**config.mk**
```make
export PLATFORM = sky130hd
export DESIGN_NAME = dpath_gen
export DESIGN_NICKNAME = d
export VERILOG_FILES = /design/src/rtl/dpath_gen.sv
export SDC_FILE = /design/constraint.sdc
export NUM_CORES = 1
export LEC_CHECK = 0
export CAP_MARGIN = 0
export CORE_UTILIZATION = 54
export CTS_BUF_LIST = sky130_fd_sc_hd__clkbuf_4 sky130_fd_sc_hd__clkbuf_8
export DETAILED_ROUTE_END_ITERATION = 10
export PLACE_DENSITY = 0.85
export SYNTH_ARGS = -nofsm -noshare
export SYNTH_HDL_FRONTEND = slang
export SYNTH_SLANG_ARGS = --single-unit
```
**constraint.sdc**
```tcl
create_clock -name clk -period 4.1 [get_ports clk]
set_input_delay 0.82 -clock clk [delete_from_list [all_inputs] [get_ports clk]]
set_output_delay 0.82 -clock clk [all_outputs]
set_load 0.005 [all_outputs]
```
**src/rtl/dpath_gen.sv**
```systemverilog
// Parametrised accumulator datapath with encoded bus mux and request/ready memory access FSM.
// Optional wait-state timeout enabled by defining MEM_TIMEOUT_EN.
module dpath_gen #(
    parameter int unsigned DATA_W      = 8,
    parameter int unsigned ADDR_W      = 16,
    parameter int unsigned NREG        = 4,
    parameter int unsigned TIMEOUT_CYC = 15,
    localparam int unsigned RSEL_W     = (NREG > 1) ? $clog2(NREG) : 1
) (
    input  logic              clk,
    input  logic              rst,
    input  logic [2:0]        bus_src,
    input  logic [RSEL_W-1:0] rsel,
    input  logic              ld_ar,
    input  logic              inc_ar,
    input  logic              ld_pc,
    input  logic              inc_pc,
    input  logic              ld_dr,
    input  logic              ld_ir,
    input  logic              ld_tr,
    input  logic              ld_r,
    input  logic              ld_ac,
    input  logic              ld_acbus,
    input  logic              ld_flags,
    input  logic [3:0]        alus,
    input  logic              mem_rd,
    input  logic              mem_wr,
    output logic [ADDR_W-1:0] mem_addr,
    output logic [DATA_W-1:0] mem_wdata,
    output logic              mem_req,
    output logic              mem_we,
    input  logic              mem_ready,
    input  logic [DATA_W-1:0] mem_rdata,
    output logic              busy,
    output logic              done,
    output logic              err,
    output logic [DATA_W-1:0] ir_q,
    output logic [DATA_W-1:0] ac_q,
    output logic              z,
    output logic              c,
    output logic              n
);

    localparam int unsigned DW1 = DATA_W + 1;
    localparam logic [1:0] ST_IDLE = 2'd0;
    localparam logic [1:0] ST_RD   = 2'd1;
    localparam logic [1:0] ST_WR   = 2'd2;

    logic [1:0]        state_q, state_d;
    logic [ADDR_W-1:0] ar_q, pc_q;
    logic [DATA_W-1:0] dr_q, tr_q, wdata_q, wdata_d;
    logic [DATA_W-1:0] rf_q [NREG];
    logic              done_d, err_d, rd_cpl_c;
    logic [ADDR_W-1:0] bus_c;
    logic [DATA_W-1:0] bus_lo_c, rf_rd_c, alu_res_c;
    logic              alu_cy_c;

    assign mem_addr  = ar_q;
    assign mem_wdata = wdata_q;
    assign busy      = (state_q != ST_IDLE);
    assign mem_req   = busy;
    assign mem_we    = (state_q == ST_WR);

    // Register-file read port; indices beyond NREG read as zero
    always_comb begin
        rf_rd_c = '0;
        for (int unsigned i = 0; i < NREG; i++) begin
            if (rsel == RSEL_W'(i)) rf_rd_c = rf_q[i];
        end
    end

    // Encoded bus source mux
    always_comb begin
        case (bus_src)
            3'd1:    bus_c = pc_q;
            3'd2:    bus_c = ADDR_W'(dr_q);
            3'd3:    bus_c = {dr_q[ADDR_W-DATA_W-1:0], tr_q};
            3'd4:    bus_c = ADDR_W'(rf_rd_c);
            3'd5:    bus_c = ADDR_W'(ac_q);
            3'd6:    bus_c = ADDR_W'(tr_q);
            3'd7:    bus_c = ADDR_W'(ir_q);
            default: bus_c = '0;
        endcase
    end
    assign bus_lo_c = bus_c[DATA_W-1:0];

    // ALU: AC op bus, carry/borrow computed one bit wider
    always_comb begin
        alu_res_c = ac_q;
        alu_cy_c  = 1'b0;
        case (alus)
            4'd0:  alu_res_c = bus_lo_c;
            4'd1:  {alu_cy_c, alu_res_c} = DW1'(ac_q) + DW1'(bus_lo_c);
            4'd2:  {alu_cy_c, alu_res_c} = DW1'(ac_q) - DW1'(bus_lo_c);
            4'd3:  {alu_cy_c, alu_res_c} = DW1'(ac_q) + DW1'(1);
            4'd4:  alu_res_c = ac_q & bus_lo_c;
            4'd5:  alu_res_c = ac_q | bus_lo_c;
            4'd6:  alu_res_c = ac_q ^ bus_lo_c;
            4'd7:  alu_res_c = ~ac_q;
            4'd8:  {alu_cy_c, alu_res_c} = {ac_q, 1'b0};
            4'd9:  {alu_res_c, alu_cy_c} = {1'b0, ac_q};
            4'd10: alu_res_c = '0;
            default: alu_res_c = ac_q;
        endcase
    end

`ifdef MEM_TIMEOUT_EN
    localparam int unsigned WCNT_W = $clog2(TIMEOUT_CYC + 1);
    logic [WCNT_W-1:0] wait_q, wait_d;
`else
    logic unused_timeout_c;
    assign unused_timeout_c = ^TIMEOUT_CYC;
`endif

    // Access FSM next state
    always_comb begin
        state_d  = state_q;
        done_d   = 1'b0;
        err_d    = err;
        wdata_d  = wdata_q;
        rd_cpl_c = 1'b0;
`ifdef MEM_TIMEOUT_EN
        wait_d   = '0;
`endif
        case (state_q)
            ST_IDLE: begin
                if (mem_rd) begin
                    state_d = ST_RD;
                    if (mem_wr) err_d = 1'b1;
                end else if (mem_wr) begin
                    state_d = ST_WR;
                    wdata_d = dr_q;
                end
            end
            ST_RD, ST_WR: begin
                if (mem_ready) begin
                    state_d  = ST_IDLE;
                    done_d   = 1'b1;
                    rd_cpl_c = (state_q == ST_RD);
`ifdef MEM_TIMEOUT_EN
                end else if (wait_q == WCNT_W'(TIMEOUT_CYC - 1)) begin
                    state_d = ST_IDLE;
                    done_d  = 1'b1;
                    err_d   = 1'b1;
                end else begin
                    wait_d = wait_q + WCNT_W'(1);
`endif
                end
            end
            default: state_d = ST_IDLE;
        endcase
    end

    always_ff @(posedge clk) begin
        if (rst) begin
            state_q <= ST_IDLE;
            done    <= 1'b0;
            err     <= 1'b0;
            wdata_q <= '0;
`ifdef MEM_TIMEOUT_EN
            wait_q  <= '0;
`endif
        end else begin
            state_q <= state_d;
            done    <= done_d;
            err     <= err_d;
            wdata_q <= wdata_d;
`ifdef MEM_TIMEOUT_EN
            wait_q  <= wait_d;
`endif
        end
    end

    // Datapath registers; all controller strobes are frozen while an access is pending
    always_ff @(posedge clk) begin
        if (rst) begin
            ar_q <= '0;
            pc_q <= '0;
            dr_q <= '0;
            tr_q <= '0;
            ir_q <= '0;
            ac_q <= '0;
            z    <= 1'b0;
            c    <= 1'b0;
            n    <= 1'b0;
            for (int unsigned i = 0; i < NREG; i++) rf_q[i] <= '0;
        end else if (!busy) begin
            if (ld_ar)       ar_q <= bus_c;
            else if (inc_ar) ar_q <= ar_q + ADDR_W'(1);
            if (ld_pc)       pc_q <= bus_c;
            else if (inc_pc) pc_q <= pc_q + ADDR_W'(1);
            if (ld_dr) dr_q <= bus_lo_c;
            if (ld_ir) ir_q <= dr_q;
            if (ld_tr) tr_q <= dr_q;
            if (ld_r) begin
                for (int unsigned i = 0; i < NREG; i++) begin
                    if (rsel == RSEL_W'(i)) rf_q[i] <= bus_lo_c;
                end
            end
            if (ld_ac)         ac_q <= alu_res_c;
            else if (ld_acbus) ac_q <= bus_lo_c;
            if (ld_flags) begin
                z <= (alu_res_c == '0);
                n <= alu_res_c[DATA_W-1];
                c <= alu_cy_c;
            end
        end else if (rd_cpl_c) begin
            dr_q <= mem_rdata;
        end
    end

endmodule

```
After elaboration in Yosys (flattened, before gate mapping)
Memory sizes are Yosys's and may differ from the RTL's.
Index checks and enable logic that the tools add are counted.
W data, S select, Z words.
{ "word_totals": {"register_bits": 79, "out_inout_bits": 48, "ramBits": 32, "mem_count": 1, "in_bits": 33} }
{ "op_classes": {"n_reduce_logical": 21, "bitwise_logic": 11, "n_mux": 49, "add_sub_neg": 5, "eq_ne": 25} }
{ "memory_table": {"columns": ["name", "words", "word_bits", "rd", "rd_clocked_by_memory_dff", "write_ports", "line_no", "source"], "rows": [
  ["rf_q", 4, 8, 4, 0, 4, "52", "logic [DATA_W-1:0] rf_q [NREG];"]
]} }
{ "ops": {"columns": ["operator", "n"], "rows": [
  ["$pmux W16 S7", 1],
  ["$mux W8", 13],
  ["$pmux W8 S11", 1],
  ["$mux W16", 4],
  ["$add A16 B1 Y16 const B", 2],
  ["$mux W1", 25],
  ["$eq A4 B3 Y1 const B", 4],
  ["$reduce_and A2 Y1", 8],
  ["$eq A3 B3 Y1 const B", 4],
  ["$eq A4 B4 Y1 const B", 3],
  ["$reduce_bool A2 Y1", 5],
  ["$add A8 B1 Y9 const B", 1],
  ["$add A8 B8 Y9", 1],
  ["$sub A8 B8 Y9", 1],
  ["$and A8 B8 Y8", 1],
  ["$eq A4 B2 Y1 const B", 2],
  ["$logic_not A8 Y1", 1],
  ["$not A8 Y8", 1],
  ["$or A8 B8 Y8", 1],
  ["$xor A8 B8 Y8", 1],
  ["$eq A2 B2 Y1 const B", 3],
  ["$eq A3 B2 Y1 const B", 2],
  ["$mux W2", 3],
  ["$reduce_and A3 Y1", 2],
  ["other kinds (13)", 21]
]} }

Longest topological paths before layout
Gate-level depths: netlist of run 1.
{ "logic_depth": {"word_depth": 9, "ltp_mapped": 17, "depth_no_buf": 14} }

Worst setup path after synthesis of run 1
Ideal clock, no wire load.
{ "synth_timing": {"path_type": "input -> register", "start": "input port bus_src[2]", "end": "register z", "stages": 16, "path_buffers": 4, "t_arrival_ns": 3.881, "slack_ns": 0.103, "cell_sequence": "buf_6 > buf_2 > buf_2 > mux2i_1 > o21ai_0 > a211oi_1 > clkbuf_1 > inv_1 > fa_1 > a211oi_1 > o21ai_0 > and3_1 > nor3_1 > a311o_1 > o21ai_0 > a41o_1"} }
{ "synth_between": {"elab_chain_cells": 5, "word_cells_on_any_way": 15, "cone_classes": "2 x add/sub; 7 x eq/ne; 2 x mux; 3 x bitwise; 1 x reduce/logical"} }
{ "synth_lines": {"columns": ["element", "line_no", "source"], "rows": [
  ["start, declared", "12", "input logic [2:0] bus_src,"],
  ["$eq A3 B3 Y1, or another cell as far along", "74", "case (bus_src)"],
  ["$pmux W16 S7 (*)", "74", null],
  ["net bus_c[1]", "54", "logic [ADDR_W-1:0] bus_c;"],
  ["$sub A8 B8 Y9, or another cell as far along", "94", "4'd2: {alu_cy_c, alu_res_c} = DW1'(ac_q) - DW1'(bus_lo_c);"],
  ["$pmux W8 S11 (*)", "91", "case (alus)"],
  ["$logic_not A8 Y1 (*)", "203", "z <= (alu_res_c == '0);"],
  ["end signal, assigned", "203", null],
  ["end, declared", "39", "output logic z,"]
]} }
The timed path passes the listed nets; every way through them passes the cells marked *.
A chain may end at the register's enable or synchronous reset.

Worst setup path in the final report of run 1
{ "layout_timing": {"start": "input port bus_src[2]", "end": "register ac_q[3]"} }
{ "layout_between": {"elab_chain_cells": 5, "word_cells_on_any_way": 16, "cone_classes": "2 x add/sub; 7 x eq/ne; 4 x mux; 3 x bitwise"} }
{ "layout_lines": {"columns": ["element", "line_no", "source"], "rows": [
  ["$eq A3 B3 Y1, or another cell as far along", "74", null],
  ["$pmux W16 S7 (*)", "74", null],
  ["net bus_c[2]", "54", null],
  ["$sub A8 B8 Y9 or $add A8 B8 Y9 (tied branches)", "94, 93", null],
  ["$pmux W8 S11 (*)", "91", null],
  ["$mux W8 (*)", "200", "if (ld_ac) ac_q <= alu_res_c;"],
  ["end signal, assigned", "200", null],
  ["end signal, assigned", "201", "else if (ld_acbus) ac_q <= bus_lo_c;"],
  ["end, declared", "38", "output logic [DATA_W-1:0] ac_q,"]
]} }
The timed path passes the listed nets; every way through them passes the cells marked *. The select of a mux whose other input is x is not followed.

==> flow_summary.ini, run 1 <==
[synthesis]
synth_seq_cells = 111
ys_async_sr_fraction = 0
synth_cell_type_count = 81
syn-num-nets = 1024
synth_area_um2 = 7560
synth_top_area_share = 0.209
syn_area_per_cell_um2 = 7.89
yosysSeqAreaShare = 0.336
synth_ff_type = dfxtp_1
synthTopCellsByArea = dfxtp_1 (21%), edfxtp_1 (13%), nor2_1 (7.5%), a21oi_1 (5.4%), ha_1 (5.1%)
yosysWarnings = 0
synthCells = 958
synth_top_area_cell = dfxtp_1
synth_edf_count = 32

[grt]
grt-ovfl-total = 0
met1_usage = 0.455
antenna_found_initial = 0
grt-busiest-layer = met2
grt_pass1_wl_um = 38000
grt_pass1_vias = 7224
grt_use_met3 = 0.0741
use_met2 = 0.526
grt_max_degree = 65
grt_use_total = 0.337

[detailed_routing]
routed_wl_um = 24600
wl_per_cell_um = 19.5
drt_first_iter_violations = 1045
vias = 8049
drc = 0
dr.pass1.iters = 6
ant_nets = 0
vias_per_cell = 6.39

[worst_setup_path]
start_kind = input pin
end_kind = flip-flop
setup.worst_path.class = in -> reg
critical_path_required_ps = 4370
arrival_ps = 4310
crit_path_max_fanout = 19

[clocking]
insertion_delay_ps = 410
htree_levels = 3
clkTransAtPathRegs_ps = 110
clkSinkCount = 111
holdBufCountCts = 0
root_buffer = clkbuf_8
clockBufferDepth = 2
cts_made_buffers = 9
cts_tree = built

[status]
status = finished, final reports clean

[layout]
final_cell_mix = nor2_1 (152), buf_4 (98), a21oi_1 (81)
diodes = 0
layout-drive-gt1-share = 0.139
synthToLayoutAreaGrowth_pct = 23.8
finalNetCount = 1144
mostFrequentLayoutCell = nor2_1

[timing]
hold_viol = 0
max_slew_margin = 0.237
slew_viol_final = 0
fin_crit_sh = 0.986
skew_ps = 21.0
fmax_ghz = 0.247
whs_ps = 469
layout_setup_ws_ps = 58.4
worstMarginPinSlew_ps = 1140
setup_viol = 0
fin_crit_ps = 4040

[job]
drv_cap = 0

[floorplanning]
initial_core_util = 0.562
row_count = 42
dieArea_um2 = 14500
die_h_um = 120
die_w_um = 120
ioPinCount = 81
core_area_um2 = 13500

[place]
hpwl_um = 17200
numPortBuffers = 80
place_ws_ps = -419
gp_congestion = 0.957

[power]
p_leak_nw = 3.62
power_density_nw_per_um2 = 330
ir_drop_mv = 0.190

[hold_path]
hold_class = reg -> reg
critical path, cell delays in order:
cell and delay, ps:
clkdlybuf4s50_1 540, buf_12 180, buf_4 130, mux2i_1 220, o32ai_2 130, a211oi_2 310, buf_4 190, inv_1 40
ha_1 270, a21oi_1 230, nand2_1 110, a221o_1 340, and2_1 150, o32a_1 380, a21oi_1 170, a211oi_1 90
layout make-up:
cell class	count	area, um2
flip-flops and latches	111	2540
fillers	1112	4090
well taps	176	220
inverters	36	135
clock inverters	5	91.3
clock buffers	11	145
multi-input cells	740	4660
repair buffers	180	1560
routing by layer:
| layer | vias to the layer above | part of all wire |
|---|---|---|
| met5 | - | 0 |
| met2 | 483 | 0.45 |
| met4 | 0 | 0.029 |
| li1 | 3731 | - |
| met1 | 3770 | 0.42 |
| met3 | 65 | 0.10 |
report_power, final:
part / internal [mW] / switching, mW / leakage [nW]
Combinational: 0.450 / 0.582 / 2.52
Clock: 0.375 / 0.413 / 0.120
Sequential: 1.19 / 0.0737 / 0.977
Total: 2.02 / 1.07 / 3.62
Yosys cell counts, drive strengths merged, types with 13 or more instances:
cell	number
nand2	74
a211oi	26
nor3	20
clkbuf	46
ha	31
a31oi	14
nor2	152
buf	25
a21oi	82
dfxtp	79
inv	35
nand3	47
a22oi	13
mux2i	38
edfxtp	32
o21ai	70
logic make-up (layout without fill, tap and decap cells):
group           Yosys count  count (layout)  synth area share
simple gates            369             369             0.227
compound gates          287             287             0.249
flops                   111             111             0.336
buf+inv                 107             232            0.0586
mux                      43              43            0.0627
fa+ha+maj                33              33            0.0566
xor+xnor                  8               8           0.00927
what timing repair did:
action | CTS | global route
pin swaps | 0 | 4
gates resized for setup | 1 | 15
setup endpoints to repair | 1 | 6
setup buffers | 0 | 2
registers in the layout, indices dropped and copies added (netlist names), 2 cells and up:
| register | flops |
|---|---|
| ac_q | 8 |
| mem_addr | 16 |
| dr_q | 8 |
| state_q | 2 |
| tr_q | 8 |
| rf_q | 32 |
| mem_wdata | 8 |
| ir_q | 8 |
| pc_q | 16 |
worst paths after layout:
| kind | start | endpoint | slack, ps | depth (start not counted) |
|---|---|---|---|---|
| max | bus_src[2] | ac_q[3]$_SDFFE_PP0P_ | 60 | 16 |
| min | tr_q[2]$_SDFFE_PP0P_ | tr_q[2]$_SDFFE_PP0P_ | 470 | 2 |
| max reg2reg | ac_q[1]$_SDFFE_PP0P_ | ac_q[3]$_SDFFE_PP0P_ | 710 | 12 |
| min reg2reg | tr_q[2]$_SDFFE_PP0P_ | tr_q[2]$_SDFFE_PP0P_ | 470 | 2 |
stage by stage:
stage | setup TNS [ps] | power (mW) | cell area [um2] | utilization | std cells
floorplan | 0 | 1.85 | 7560 | - | 958
global placement | -2140 | 2.26 | 9040 | 0.672 | 1241
detailed placement | -2520 | 2.27 | 9040 | 0.672 | 1241
CTS | 0 | 3.04 | 9270 | 0.689 | 1257
global route | -281 | 3.21 | 9360 | 0.696 | 1259
finish | 0 | 3.09 | 9360 | 0.696 | 1259
Note: power is estimated with default switching activity, not from simulation.
==> run 2: changes to the inputs <==
--- a/config.mk
+++ b/config.mk
@@ -10,6 +10,7 @@
 export CTS_BUF_LIST = sky130_fd_sc_hd__clkbuf_4 sky130_fd_sc_hd__clkbuf_8
 export DETAILED_ROUTE_END_ITERATION = 10
 export PLACE_DENSITY = 0.85
+export SKIP_CTS_REPAIR_TIMING = 1
 export SYNTH_ARGS = -nofsm -noshare
 export SYNTH_HDL_FRONTEND = slang
 export SYNTH_SLANG_ARGS = --single-unit
==> run 2 against run 1 <==
Effect of this change:
- setup slack gained 12 ps
- worst hold slack lost 0.88 ps
- largest cell class unchanged
- maximum frequency grew 0.30%
- final area is essentially flat
- clock-buffer cell count is the same
- first-iteration DRC count is the same
- sequential share of layout area is essentially flat
- sequential power is essentially flat
- flip-flop and latch count is the same
- clock skew grew 1.5 ps
==> flow_summary.ini, run 2 (synthesis gave the netlist of run 1 again) <==
[timing]
slew_viol_final = 0
layout_setup_ws_ps = 70.6
max_slew_margin = 0.238
fin_crit_ps = 4030
skew_ps = 22.5
worstMarginPinSlew_ps = 1140
setup_viol = 0
fmax_ghz = 0.248
fin_crit_sh = 0.983
whs_ps = 468
hold_viol = 0

[detailed_routing]
ant_nets = 0
vias_per_cell = 6.37
wl_per_cell_um = 19.5
dr.pass1.iters = 6
drc = 0
vias = 8021
routed_wl_um = 24500
drt_first_iter_violations = 1045

[worst_setup_path]
startpoint = bus_src[2]
cp.depth = 16
start_kind = input pin
critical_path_required_ps = 4360
crit_family = compound AO/OA/AOI/OAI gates
endpoint = ac_q[3]$_SDFFE_PP0P_
worst-r2r-cell-count = 12
end_kind = flip-flop
setup.worst_path.class = in -> reg
r2r-start = ac_q[1]$_SDFFE_PP0P_
cp_cell_sequence = clkdlybuf4s50_1 > buf_12 > buf_4 > mux2i_1 > o32ai_2 > a211oi_2 > buf_4 > inv_1 > ha_1 > a21oi_1 > nand2_1 > a221o_1 > and2_1 > o32a_1 > a21oi_1 > a211oi_1
crit_buf_inv = 5
reg2reg_slack_ps = 710
arrival_ps = 4290
cpPeakStageDelay_ps = 540
timing.rr.end = ac_q[3]$_SDFFE_PP0P_
slowest_stage = clkdlybuf4s50_1
crit_path_max_fanout = 19

[grt]
grt_pass1_vias = 7224
grt_max_degree = 65
grt_use_total = 0.337
grt-ovfl-total = 0
grt_pass1_wl_um = 38000
antenna_found_initial = 0

[power]
combPwrFrac = 0.334
clockPowerShare = 0.256
netSwitchingFraction = 0.346
seqPwrFrac = 0.410
internal-power_mw = 2.02
ir_drop_mv = 0.190
p_leak_nw = 3.63
power_density_nw_per_um2 = 330
power.total_mw = 3.09
p_sw_mw = 1.07

[layout]
synthToLayoutAreaGrowth_pct = 23.9
finalNetCount = 1144
stdcell_count = 1259
fillers = 1110
mostFrequentLayoutCell = nor2_1
diodes = 0
largest_reg_flops = 32
layout-drive-gt1-share = 0.139
final_cell_mix = nor2_1 (152), buf_4 (98), a21oi_1 (81)
largest_register = rf_q

[place]
place_ws_ps = -419
gp_congestion = 0.957
numPortBuffers = 80
dp_cells = 1241
hpwl_um = 17200

[clocking]
htree_levels = 3
cts_made_buffers = 9
clkSinkCount = 111
cts_tree = built
clkTransAtPathRegs_ps = 110
clockBufferDepth = 2
root_buffer = clkbuf_8
insertion_delay_ps = 410

[status]
status = finished, final reports clean

[floorplanning]
ioPinCount = 81
core_area_um2 = 13500
initial_core_util = 0.562
die_h_um = 120
die_w_um = 120
dieArea_um2 = 14500
row_count = 42

[hold_path]
hold_class = reg -> reg

[job]
drv_cap = 0
run 2: changes by cell type in the layout (fill, tap and decap cells not counted):
| cell | previous run | this run |
|---|---|---|
| dlygate4sd2_1 | 1 | 0 |
| dlymetal6s2s_1 | 0 | 1 |
run 2: tightest hold or removal path: stages, from the launching register on:
cell	delay, ps
dfxtp_1	330
nand2_1	50
a21oi_1	50
run 2: area by class of cell:
| type | count | area [um2] | share of cell area |
|---|---|---|---|
| repair buffers | 180 | 1570 | 0.167 |
| clock buffers | 11 | 145 | 0.0155 |
| well taps | 176 | 220 | 0.0235 |
| flip-flops and latches | 111 | 2540 | 0.272 |
| clock inverters | 5 | 91.3 | 0.00975 |
| multi-input cells | 740 | 4660 | 0.498 |
| inverters | 36 | 135 | 0.0144 |
run 2: metal layers:
layer / track usage / part of all wire
met5: 0 / 0
met4: 0.130 / 0.028
met3: 0.0741 / 0.11
met2: 0.526 / 0.45
met1: 0.455 / 0.42
run 2: how the worst min path moves through the flow:
stage	depth (start not counted)	endpoint	from
after floorplan	2	tr_q[4]$_SDFFE_PP0P_	tr_q[4]$_SDFFE_PP0P_
after global placement	2	tr_q[3]$_SDFFE_PP0P_	tr_q[3]$_SDFFE_PP0P_
after detailed placement	2	tr_q[1]$_SDFFE_PP0P_	tr_q[1]$_SDFFE_PP0P_
after CTS	2	tr_q[1]$_SDFFE_PP0P_	tr_q[1]$_SDFFE_PP0P_
after global routing	2	tr_q[3]$_SDFFE_PP0P_	tr_q[3]$_SDFFE_PP0P_
final	2	tr_q[2]$_SDFFE_PP0P_	tr_q[2]$_SDFFE_PP0P_
run 2: metrics by stage:
step / setup TNS [ps] / util / instance area (um2)
6_report: 0 / 0.696 / 9360
5_1_grt: -281 / 0.696 / 9360
3_5_place_dp: -2520 / 0.672 / 9040
2_1_floorplan: 0 / - / 7560
3_3_place_gp: -2140 / 0.672 / 9040
4_1_cts: -10.4 / 0.689 / 9270
run 2: power by group through the flow:
stage	Sequential, mW	Combinational [mW]	Clock, mW
CTS	1.26	0.993	0.783
detailed placement	1.29	0.985	0
global placement	1.29	0.972	0
global route	1.27	1.11	0.825
finish	1.27	1.03	0.790
floorplan	1.27	0.582	0
